===== config.mk =====
export PLATFORM = sky130hd
export DESIGN_NAME = mux8_bus_arbiter_flat
export DESIGN_NICKNAME = d
export VERILOG_FILES = /design/src/rtl/mux8_bus_arbiter_if.sv /design/src/rtl/mux8_bus_arbiter.sv /design/src/flat_wrapper.sv
export SDC_FILE = /design/constraint.sdc
export NUM_CORES = 1
export LEC_CHECK = 0
export BUFFER_PORTS_ARGS = -buffer_cell sky130_fd_sc_hd__buf_2
export CORE_MARGIN = 2
export CORE_UTILIZATION = 45
export CTS_CLUSTER_DIAMETER = 40
export DETAILED_ROUTE_END_ITERATION = 6
export MAX_ROUTING_LAYER = met4
export PLACE_DENSITY = 0.67
export SLEW_MARGIN = 10
export SYNTH_ARGS = -nofsm -noshare
export SYNTH_HDL_FRONTEND = slang
export SYNTH_SLANG_ARGS = --single-unit

===== constraint.sdc =====
create_clock -name i_clk -period 3.1 [get_ports i_clk]
set_input_delay 0.31 -clock i_clk [delete_from_list [all_inputs] [get_ports i_clk]]
set_output_delay 0.31 -clock i_clk [all_outputs]
set_load 0.01 [all_outputs]

===== src/rtl/mux8_bus_arbiter_if.sv =====
// Shared-bus handshake between the requesters and the round-robin mux arbiter.
// The master side is the arbiter; the slave side is the requester/datapath side.
interface mux8_bus_arbiter_if;
  logic [7:0] req;
  logic [7:0] done;
  logic [7:0] sel;
  logic       dis;
  logic [7:0] grant;
  logic       busy;
  logic       timeout;

  modport master (
    input  req,
    input  done,
    output sel,
    output dis,
    output grant,
    output busy,
    output timeout
  );

  modport slave (
    output req,
    output done,
    input  sel,
    input  dis,
    input  grant,
    input  busy,
    input  timeout
  );
endinterface


===== src/rtl/mux8_bus_arbiter.sv =====
// Round-robin owner of an 8:1 bus mux.
// Inserts a one-cycle dead cycle between owners and optionally caps hold time.
module mux8_bus_arbiter #(
  parameter int unsigned HOLD_MAX = 16
) (
  input  logic                i_clk,
  input  logic                i_rst,
  mux8_bus_arbiter_if.master  bus
);

  typedef enum logic [1:0] {StIdle, StGrant, StRelease} state_e;

  localparam logic [7:0] HoldMaxL = 8'(HOLD_MAX);
  localparam logic       HoldEn   = (HOLD_MAX != 0);

  state_e     r_state;
  logic [2:0] r_last;
  logic [7:0] r_hold;
  logic [7:0] r_sel;
  logic [7:0] r_grant;
  logic       r_dis;
  logic       r_busy;
  logic       r_timeout;

  logic [2:0] w_owner;
  logic [2:0] w_winner;
  logic       w_any_req;
  logic       w_hold_hit;
  logic       w_norm_rel;

  // First set request after 'last', wrapping; 'last' itself is scanned last.
  function automatic logic [2:0] rr_pick(input logic [7:0] req, input logic [2:0] last);
    logic [2:0] idx;
    logic [2:0] win;
    logic       found;
    win   = last;
    found = 1'b0;
    for (int i = 1; i <= 8; i++) begin
      idx = last + 3'(i);
      if (!found && req[idx]) begin
        win   = idx;
        found = 1'b1;
      end
    end
    return win;
  endfunction

  always_comb begin
    w_owner    = r_sel[2:0];
    w_any_req  = |bus.req;
    w_winner   = rr_pick(bus.req, r_last);
    w_hold_hit = HoldEn && ((r_hold + 8'd1) == HoldMaxL);
    w_norm_rel = bus.done[w_owner] || !bus.req[w_owner];
  end

  always_ff @(posedge i_clk or negedge i_rst) begin
    if (!i_rst) begin
      r_state   <= StIdle;
      r_last    <= 3'd7;
      r_hold    <= 8'd0;
      r_sel     <= 8'd0;
      r_grant   <= 8'd0;
      r_dis     <= 1'b1;
      r_busy    <= 1'b0;
      r_timeout <= 1'b0;
    end else begin
      r_timeout <= 1'b0;
      case (r_state)
        StIdle, StRelease: begin
          if (w_any_req) begin
            r_state <= StGrant;
            r_last  <= w_winner;
            r_sel   <= {5'd0, w_winner};
            r_grant <= 8'd1 << w_winner;
            r_dis   <= 1'b0;
            r_busy  <= 1'b1;
            r_hold  <= 8'd0;
          end else if (r_state == StRelease) begin
            r_state <= StIdle;
          end
        end
        StGrant: begin
          r_hold <= r_hold + 8'd1;
          if (w_norm_rel || w_hold_hit) begin
            r_state   <= StRelease;
            r_grant   <= 8'd0;
            r_dis     <= 1'b1;
            r_busy    <= 1'b0;
            // A coincident done/req drop wins over the limit: no timeout.
            r_timeout <= !w_norm_rel;
          end
        end
        default: r_state <= StIdle;
      endcase
    end
  end

  assign bus.sel     = r_sel;
  assign bus.dis     = r_dis;
  assign bus.grant   = r_grant;
  assign bus.busy    = r_busy;
  assign bus.timeout = r_timeout;

endmodule

===== src/flat_wrapper.sv =====
// flat-port wrapper written by rule: the top's interface ports become plain ports
module mux8_bus_arbiter_flat 
#(
  parameter int unsigned HOLD_MAX = 16
)
  (i_clk, i_rst, bus_req, bus_done, bus_sel, bus_dis, bus_grant, bus_busy, bus_timeout);
  mux8_bus_arbiter_if bus_i ();
  input  logic i_clk;
  input  logic i_rst;
  input wire logic [$bits(bus_i.req)-1:0] bus_req;
  input wire logic [$bits(bus_i.done)-1:0] bus_done;
  output wire logic [$bits(bus_i.sel)-1:0] bus_sel;
  output wire logic [$bits(bus_i.dis)-1:0] bus_dis;
  output wire logic [$bits(bus_i.grant)-1:0] bus_grant;
  output wire logic [$bits(bus_i.busy)-1:0] bus_busy;
  output wire logic [$bits(bus_i.timeout)-1:0] bus_timeout;
  assign bus_i.req = bus_req;
  assign bus_i.done = bus_done;
  assign bus_sel = bus_i.sel;
  assign bus_dis = bus_i.dis;
  assign bus_grant = bus_i.grant;
  assign bus_busy = bus_i.busy;
  assign bus_timeout = bus_i.timeout;
  mux8_bus_arbiter #(.HOLD_MAX(HOLD_MAX)) u_core (.i_clk(i_clk), .i_rst(i_rst), .bus(bus_i));
endmodule

==> reports/qor.yml, run 1 <==
final_layout:
  syn_to_final_growth_pct: 21.4
  layout-drive-gt1-share_pct: 34.8
  nNetsFinal: 296
  fin_area_um2: 2660
  fin_cells: 340
  antenna_cells: 0
  final_core_util_pct: 56.3
yosys:
  synthArstFlopShare_pct: 100
  syn_avg_cell_area_um2: 9.45
  synth_seq_cells: 27
  synthFlopType: "dfrtp_1"
  synth_most_common_cell: "nand2_1"
  synth_top_area_share_pct: 26.3
  netlist_instances: 232
  yosysSeqAreaShare_pct: 31.1
  syn_area_um2: 2190
  synth_edf_count: 0
  synth_top_cells_by_count: "nand2_1 (30), dfrtp_1 (23), nor2_1 (19)"
  synth_area_leaders: "dfrtp_1 (26%), mux4_2 (10%), nand2_1 (5.1%), dfstp_2 (4.8%), o21ai_0 (4.1%)"
  yosys.cell_types.count: 56
  synth_warnings: 0
  synth.largest_area_cell: "dfrtp_1"
cts:
  cts-root-buf: "clkbuf_8"
  cts.sinks: 27
  cts_buffer_depth: 2
  clock_latency_ns: 0.27
  cts_buffers: 3
  cts_tree: "built"
  holdBufCountCts: 0
  clk_pin_slew_ns: 0.09
  h-tree-depth: 1
setup_path:
  ff2ff_setup_slack_ns: 0.02
  worstReg2RegEnd: "u_core.bus.grant[3]"
  regToRegStartpoint: "u_core.r_last[1]"
  path_max_fanout: 6
  crit_required_ns: 3.27
  worst_setup_path_end_kind: "register"
  worstSetupPathType: "reg2reg"
  cp_data_arrival_time_ns: 3.25
  crit_path_start_kind: "register"
  rr_worst_depth: 9
routing:
  viasPerCell: 5.71
  vias: 1940
  drt_iter0_markers: 182
  drc: 0
  dr.pass1.iters: 4
  routedWlPerCell_um: 15.7
  ant_nets: 0
  wl_um: 5340
grt:
  antenna_found_initial: 0
  grt_pass1_vias: 1867
  grt_max_degree: 28
  grt_first_pass_wirelength_um: 8690
  grt-ovfl-total: 0
  grtUsageTotal_pct: 20.9
sta:
  period_minus_slack_ns: 3.08
  hold_viol: 0
  drv_slew: 0
  rsz0062_at_grt: "yes"
  setup_viol: 0
  max_freq_mhz: 324
  maxSlewHeadroom_pct: 50.7
  finalClockSkew_ns: 0.000963
  layout_worst_path_cycle_share_pct: 99.4
  worst_slew_pin_slew_ns: 0.731
floorplanning:
  die_h_um: 73.8
  ioPinCount: 37
  dieArea_um2: 5450
  initial_core_util_pct: 46.4
  core_area_um2: 4720
  rows: 25
  die_w_um: 73.8
placement:
  io_buffers: 31
  postPlaceCellArea_um2: 2500
  dp.cells: 330
  place_congestion: 0.874
  dpl.hpwl_um: 3730
run_status:
  status: "completed"
worst_hold_path:
  min_path_type: "in2async"
run:
  drv_cap: 0
-- metrics by stage --
stage | setup slack, ns | setup TNS, ns | hold WS, ns
after floorplan | -0.0649 | -0.388 | 0.0144
after global placement | 0.0134 | 0 | 0.351
after detailed placement | 0.00146 | 0 | 0.355
after CTS | 0.00476 | 0 | 0.0553
after global routing | -0.0750 | -0.462 | 0.0848
final | 0.0171 | 0 | 0.0279
-- cells in the final DEF (no fill, tap or decap), drive strengths merged, types with 2 or more instances in the layout --
cell / instances
buf: 50
nand2: 30
dfrtp: 23
nor2: 19
o21ai: 18
mux4: 13
inv: 12
a21oi: 9
o41ai: 8
xnor2: 6
conb: 5
nand3: 5
nor4: 4
xor2: 4
dfstp: 4
mux2: 4
ha: 4
nand2b: 3
o32ai: 3
nand4: 3
clkbuf: 3
and3: 3
mux2i: 3
a21o: 2
nand4b: 2
a31oi: 2
or3: 2
nand3b: 2
and2: 2
o31ai: 2
or2: 2
-- cell type report --
cell class              count  area [um^2]
well taps                  67         83.8
multi-input cells         180         1500
clock inverters             1         5.00
clock buffers               3         41.3
flip-flops and latches     27          681
fillers                   425         2060
inverters                  12         50.0
repair buffers             50          298
-- state kept, by name, summed over array words and instances, names as in the netlist --
signal / flops
u_core.bus.grant: 8
u_core.r_hold: 8
u_core.bus.sel: 3
u_core.r_last: 3
u_core.r_state: 2
u_core.bus.busy: 1
u_core.bus.dis: 1
u_core.bus.timeout: 1
-- cells by family (layout without fill, tap and decap cells) --
logic type                 after synthesis  in the layout  synth area share, %
AOI/OAI and AO/OA                       58             58                 18.4
buffers and inverters                   29             66                 6.73
adders and majority gates                4              4                 2.28
and+or+nand+nor                         83             83                 19.7
muxes                                   20             20                 17.6
other                                    1              5                0.171
xor gates and xnor gates                10             10                 4.00
DFF                                     27             27                 31.1
-- metal layers --
metal	vias up	part of all wire (%)	global-route usage, %	wire length, um
met2	44	50	33.9	2660
met3	2	3.4	1.23	184
li1	946	-	-	-
met5	-	0	-	0
met4	0	0.47	5.25	25
met1	948	46	28.6	2470
-- repair_timing --
action | 4_1_cts | 5_1_grt
setup endpoints to repair | 3 | 8
gates resized for setup | 1 | 12
pin swaps | 0 | 11
setup buffers | 0 | 6
-- worst max-delay path, stage by stage, from the launching register on --
cell and delay, ns:
dfstp_2 0.56, inv_4 0.05, ha_4 0.28, mux4_2 0.51, mux2_4 0.31, buf_4 0.14, o21bai_1 0.21, o311ai_4 0.32
a41oi_4 0.23, o41ai_1 0.35
-- how the worst max path moves through the flow --
stage,end,startpoint,slack [ns]
global placement,u_core.bus.grant[7],u_core.r_last[0],0.01
floorplan,u_core.bus.grant[6],u_core.r_last[1],-0.06
finish,u_core.bus.grant[3],u_core.r_last[1],0.02
detailed placement,u_core.bus.grant[4],u_core.r_last[0],0.001
global route,u_core.bus.grant[4],u_core.r_last[1],-0.07
CTS,u_core.bus.grant[3],u_core.r_last[1],0.005
Power of run 1 is not shown: default switching activity piles up to over one toggle a cycle in this logic, so the estimate is an artifact.
==> run 2: changes to the inputs <==
HOLD_SLACK_MARGIN = 0.05   (was not set)
REMOVE_ABC_BUFFERS = 1   (was not set)
==> reports/qor.yml, run 2 (synthesis gave the netlist of run 1 again) <==
sta:
  max_freq_mhz: 326  # was 324 MHz
  drv_slew: 0  # unchanged
  period_minus_slack_ns: 3.06  # was 3.08 ns
  setup_viol: 0  # unchanged
  hold_viol: 0  # unchanged
  finalClockSkew_ns: 0.00338  # was 0.000963 ns
  worst_slew_pin_slew_ns: 0.907  # was 0.731 ns
  rsz0062_at_grt: "yes"  # unchanged
  maxSlewHeadroom_pct: 39.5  # was 50.7%
  layout_worst_path_cycle_share_pct: 98.8  # was 99.4%
grt:
  grt_pass1_vias: 1769  # was 1867
  antenna_found_initial: 0  # unchanged
  grtUsageTotal_pct: 21.3  # was 20.9%
  grt_max_degree: 28  # unchanged
  grt_first_pass_wirelength_um: 8710  # was 8690 um
  grt-ovfl-total: 0  # unchanged
final_layout:
  layout_commonest_cell: "buf_2"  # unchanged
  final_cell_mix: "buf_2 (31), nand2_1 (30), dfrtp_1 (23)"  # unchanged
  fin_cells: 336  # was 340
  syn_to_final_growth_pct: 19.7  # was 21.4%
  nNetsFinal: 292  # was 296
  layout-drive-gt1-share_pct: 33.1  # was 34.8%
  antenna_cells: 0  # unchanged
  fill_cells: 436  # was 425
setup_path:
  critical_path.cell_chain: "inv_2 -> ha_4 -> mux4_2 -> mux2_4 -> o21bai_1 -> o311ai_2 -> a41oi_2 -> buf_4 -> o41ai_1"  # was inv_4 -> ha_4 -> mux4_2 -> mux2_4 -> buf_4 -> o21bai_1 -> o311ai_4 -> a41oi_4 -> o41ai_1
  slowest_delay_ns: 0.56  # about the same
  cp_data_arrival_time_ns: 3.23  # was 3.25 ns
  crit_path_start_kind: "register"  # unchanged
  crit_required_ns: 3.27  # about the same
  rr_worst_depth: 9  # unchanged
  path_max_fanout: 6  # unchanged
  cp_slowest_cell: "dfstp_2"  # unchanged
  worstSetupPathType: "reg2reg"  # unchanged
  worst_setup_path_end_kind: "register"  # unchanged
placement:
  dpl.hpwl_um: 4010  # was 3730 um
  dp.cells: 331  # was 330
  place_congestion: 0.861  # was 0.874
  io_buffers: 31  # unchanged
routing:
  ant_nets: 0  # unchanged
  drc: 0  # unchanged
  routedWlPerCell_um: 16.3  # was 15.7 um
  dr.pass1.iters: 4  # unchanged
  viasPerCell: 5.79  # was 5.71
  vias: 1944  # was 1940
  wl_um: 5480  # was 5340 um
  drt_iter0_markers: 207  # was 182
worst_hold_path:
  min_path_type: "in2async"  # unchanged
cts:
  clk_pin_slew_ns: 0.09  # about the same
  cts_tree: "built"  # unchanged
  h-tree-depth: 1  # unchanged
  clock_latency_ns: 0.27  # about the same
  cts.sinks: 27  # unchanged
  cts-root-buf: "clkbuf_8"  # unchanged
  cts_buffer_depth: 2  # unchanged
  cts_buffers: 3  # unchanged
floorplanning:
  die_h_um: 73.8  # unchanged
  core_area_um2: 4720  # unchanged
  dieArea_um2: 5450  # unchanged
  ioPinCount: 37  # unchanged
  die_w_um: 73.8  # unchanged
  initial_core_util_pct: 46.4  # unchanged
  rows: 25  # unchanged
run_status:
  status: "completed"  # unchanged
run:
  drv_cap: 0  # unchanged
run 2: changes by cell type in the layout (fill, tap and decap cells not counted), moves of 2 or more:
cell / delta
buf_4: -7
buf_6: +2
inv_2: +2
inv_4: -2
run 2: area by class of cell:
| cell class | count | area [um^2] | share of cell area (%) |
|---|---|---|---|
| multi-input combinational | 180 | 1490 | 56.6 |
| sequential | 27 | 681 | 25.9 |
| timing repair buffer | 46 | 283 | 10.8 |
| tap | 67 | 83.8 | 3.20 |
| inverter | 12 | 45.0 | 1.72 |
| clock buffer | 3 | 41.3 | 1.57 |
| clock inverter | 1 | 5.00 | 0.191 |
run 2: timing repair:
item,in CTS,in global routing
resized for setup,1,22
endpoints found under the setup margin,8,9
setup buffers,0,1
hold buffers,0,0
pin swaps,3,7
run 2: worst max-delay path, delay by kind of cell (launching register included):
| family | cells | cell delay [ns] |
|---|---|---|
| buffers and inverters | 2 | 0.25 |
| AO/OA/AOI/OAI | 4 | 1.06 |
| flip-flops | 1 | 0.56 |
| adder cells (fa/ha/maj) | 1 | 0.27 |
| multiplexers | 2 | 0.82 |
run 2: routing by layer:
metal  GRT usage [%]  share of wire, %  vias to the layer above
met3            1.65               2.2                        7
met4            4.85              0.97                        0
li1                -                 -                      939
met2            33.6                49                       35
met5               -                 0                        -
met1            30.0                48                      963
run 2: through the flow:
stage / utilization [%] / instance area [um^2] / setup slack (ns) / hold slack (ns) / setup TNS [ns]
2_1_floorplan: - / 2100 / -0.357 / 0.0144 / -3.03
3_3_place_gp: 51.8 / 2450 / 0.0717 / 0.353 / 0
3_5_place_dp: 51.8 / 2450 / -0.0172 / 0.352 / -0.0550
4_1_cts: 52.9 / 2500 / -0.0105 / 0.0512 / -0.0166
5_1_grt: 55.5 / 2620 / -0.0387 / 0.0837 / -0.142
6_report: 55.5 / 2620 / 0.0368 / 0.0325 / 0
run 2: worst paths after layout:
path,from,endpoint,slack (ns)
worst max-delay path,u_core.r_last[0],u_core.bus.grant[7],0.04
worst min-delay path,i_rst,u_core.r_hold[5],0.03
worst max register to register,u_core.r_last[0],u_core.bus.grant[7],0.04
worst min register to register,u_core.bus.dis,u_core.bus.dis,0.47
max in group asynchronous,i_rst,u_core.bus.grant[2],2.68
min in group i_clk,u_core.bus.dis,u_core.bus.dis,0.47
Power of run 2 is left out for the same reason.
==> run 3: changes to the inputs <==
CORE_UTILIZATION = 51   (was 45)
MAX_ROUTING_LAYER = not set   (was met4)
PLACE_DENSITY = 0.74   (was 0.67)
==> reports/qor.yml, run 3 (synthesis gave the netlist of run 1 again) <==
run_status:
  status: "completed"  # unchanged
final_layout:
  antenna_cells: 0  # unchanged
  fin_area_um2: 2670  # was 2620 um^2
  layout_commonest_cell: "buf_2"  # unchanged
  final_core_util_pct: 65.7  # was 55.5%
  final_cell_mix: "buf_2 (31), nand2_1 (30), dfrtp_1 (23)"  # unchanged
  nNetsFinal: 295  # was 292
  layout-drive-gt1-share_pct: 34.2  # was 33.1%
  syn_to_final_growth_pct: 21.7  # was 19.7%
setup_path:
  worstSetupPathType: "reg2reg"  # unchanged
  ff2ff_setup_slack_ns: 0.07  # was 0.04 ns
  crit_path_start_kind: "register"  # unchanged
  worst_setup_path_end_kind: "register"  # unchanged
  regToRegStartpoint: "u_core.r_last[1]"  # was u_core.r_last[0]
  cp_data_arrival_time_ns: 3.23  # about the same
  path_max_fanout: 6  # unchanged
  rr_worst_depth: 10  # was 9
  crit_required_ns: 3.30  # was 3.27 ns
  worstReg2RegEnd: "u_core.bus.sel[2]"  # was u_core.bus.grant[7]
sta:
  hold_viol: 0  # unchanged
  maxSlewHeadroom_pct: 51.5  # was 39.5%
  period_minus_slack_ns: 3.03  # was 3.06 ns
  max_freq_mhz: 330  # was 326 MHz
  layout_worst_path_cycle_share_pct: 97.7  # was 98.8%
  worst_slew_pin_slew_ns: 0.727  # was 0.907 ns
  setup_viol: 0  # unchanged
  rsz0062_at_grt: "yes"  # unchanged
  finalClockSkew_ns: 0.00922  # was 0.00338 ns
  drv_slew: 0  # unchanged
floorplanning:
  rows: 23  # was 25
  die_h_um: 69.6  # was 73.8 um
  core_area_um2: 4060  # was 4720 um^2
  die_w_um: 69.6  # was 73.8 um
  ioPinCount: 37  # unchanged
  dieArea_um2: 4840  # was 5450 um^2
  initial_core_util_pct: 54.0  # was 46.4%
cts:
  clock_latency_ns: 0.28  # was 0.27 ns
  cts.sinks: 27  # unchanged
  clk_pin_slew_ns: 0.10  # was 0.09 ns
  cts_buffers: 3  # unchanged
  cts_buffer_depth: 2  # unchanged
  h-tree-depth: 1  # unchanged
  cts_tree: "built"  # unchanged
  cts-root-buf: "clkbuf_8"  # unchanged
routing:
  drt_iter0_markers: 136  # was 207
  wl_met1_um: 2280  # was 2650 um
  wl_um: 5240  # was 5480 um
  vias: 1950  # was 1944
  routedWlPerCell_um: 16.3  # about the same
  drc: 0  # unchanged
  wl_met3_um: 194  # was 118 um
  viasPerCell: 6.06  # was 5.79
  wl_met2_um: 2690  # was 2660 um
  ant_nets: 0  # unchanged
  route.top_layer_used: "met4"  # unchanged
  dr.pass1.iters: 4  # unchanged
run:
  drv_cap: 0  # unchanged
grt:
  grt-ovfl-total: 0  # unchanged
  antenna_found_initial: 0  # unchanged
  grt_first_pass_wirelength_um: 8740  # was 8710 um
  grt_max_degree: 28  # unchanged
  grtUsageTotal_pct: 21.7  # was 21.3%
  grt_pass1_vias: 1881  # was 1769
placement:
  io_buffers: 31  # unchanged
  dpl.hpwl_um: 3880  # was 4010 um
  place_congestion: 0.907  # was 0.861
  postPlaceCellArea_um2: 2450  # about the same
worst_hold_path:
  hold_path_end: "u_core.bus.dis"
  min_path_type: "reg2reg"  # was in2async
  worstHoldPathCells: 2
  min-delay-start: "u_core.bus.dis"
-- run 3: stage by stage --
stage | std cells | worst slack (ns) | hold WS, ns | TNS (ns)
floorplan | 219 | -0.357 | 0.0144 | -3.03
CTS | 322 | 0.0164 | 0.472 | 0
global route | 322 | -0.0652 | 0.491 | -0.545
detailed placement | 317 | -0.0674 | 0.351 | -0.145
finish | 322 | 0.0706 | 0.470 | 0
global placement | 317 | 0.0521 | 0.345 | 0
-- run 3: cell type report --
cell class | count | area (um^2)
clock inverters | 1 | 7.51
multi-input cells | 180 | 1530
repair buffers | 49 | 300
flip-flops and latches | 27 | 681
inverters | 12 | 47.5
fillers | 337 | 1390
well taps | 50 | 62.6
clock buffers | 3 | 41.3
-- run 3: critical path, cell delays in order (launching register included) --
cell      delay (ns)
dfstp_2         0.57
inv_4           0.05
ha_4            0.26
mux4_2          0.51
mux2_4          0.32
nor3_4          0.28
nor4b_4         0.29
a221oi_2        0.11
or2_4           0.32
buf_6           0.14
a21oi_2         0.10
-- run 3: layer usage --
layer | track usage, % | vias to the layer above
met4 | 5.66 | 0
met2 | 37.5 | 44
met5 | 0 | -
met1 | 29.3 | 955
li1 | - | 941
met3 | 2.18 | 10
-- run 3: worst max path at each step --
stage | endpoint | startpoint | depth (start not counted)
final | u_core.bus.sel[2] | u_core.r_last[1] | 10
after global routing | u_core.bus.grant[6] | u_core.r_last[1] | 9
after CTS | u_core.bus.grant[4] | u_core.r_last[1] | 10
after detailed placement | u_core.bus.grant[7] | u_core.r_last[1] | 10
after global placement | u_core.bus.grant[6] | u_core.r_last[1] | 9
after floorplan | u_core.bus.grant[6] | u_core.r_last[0] | 9
-- run 3: timing repair --
action,CTS,global route
resized for setup,5,22
pin swaps,2,10
gates cloned,0,0
hold endpoints to repair,23,0
buffers inserted,0,0
endpoints found under the setup margin,6,11
hold buffers,1,0
Power of run 3 is left out for the same reason.
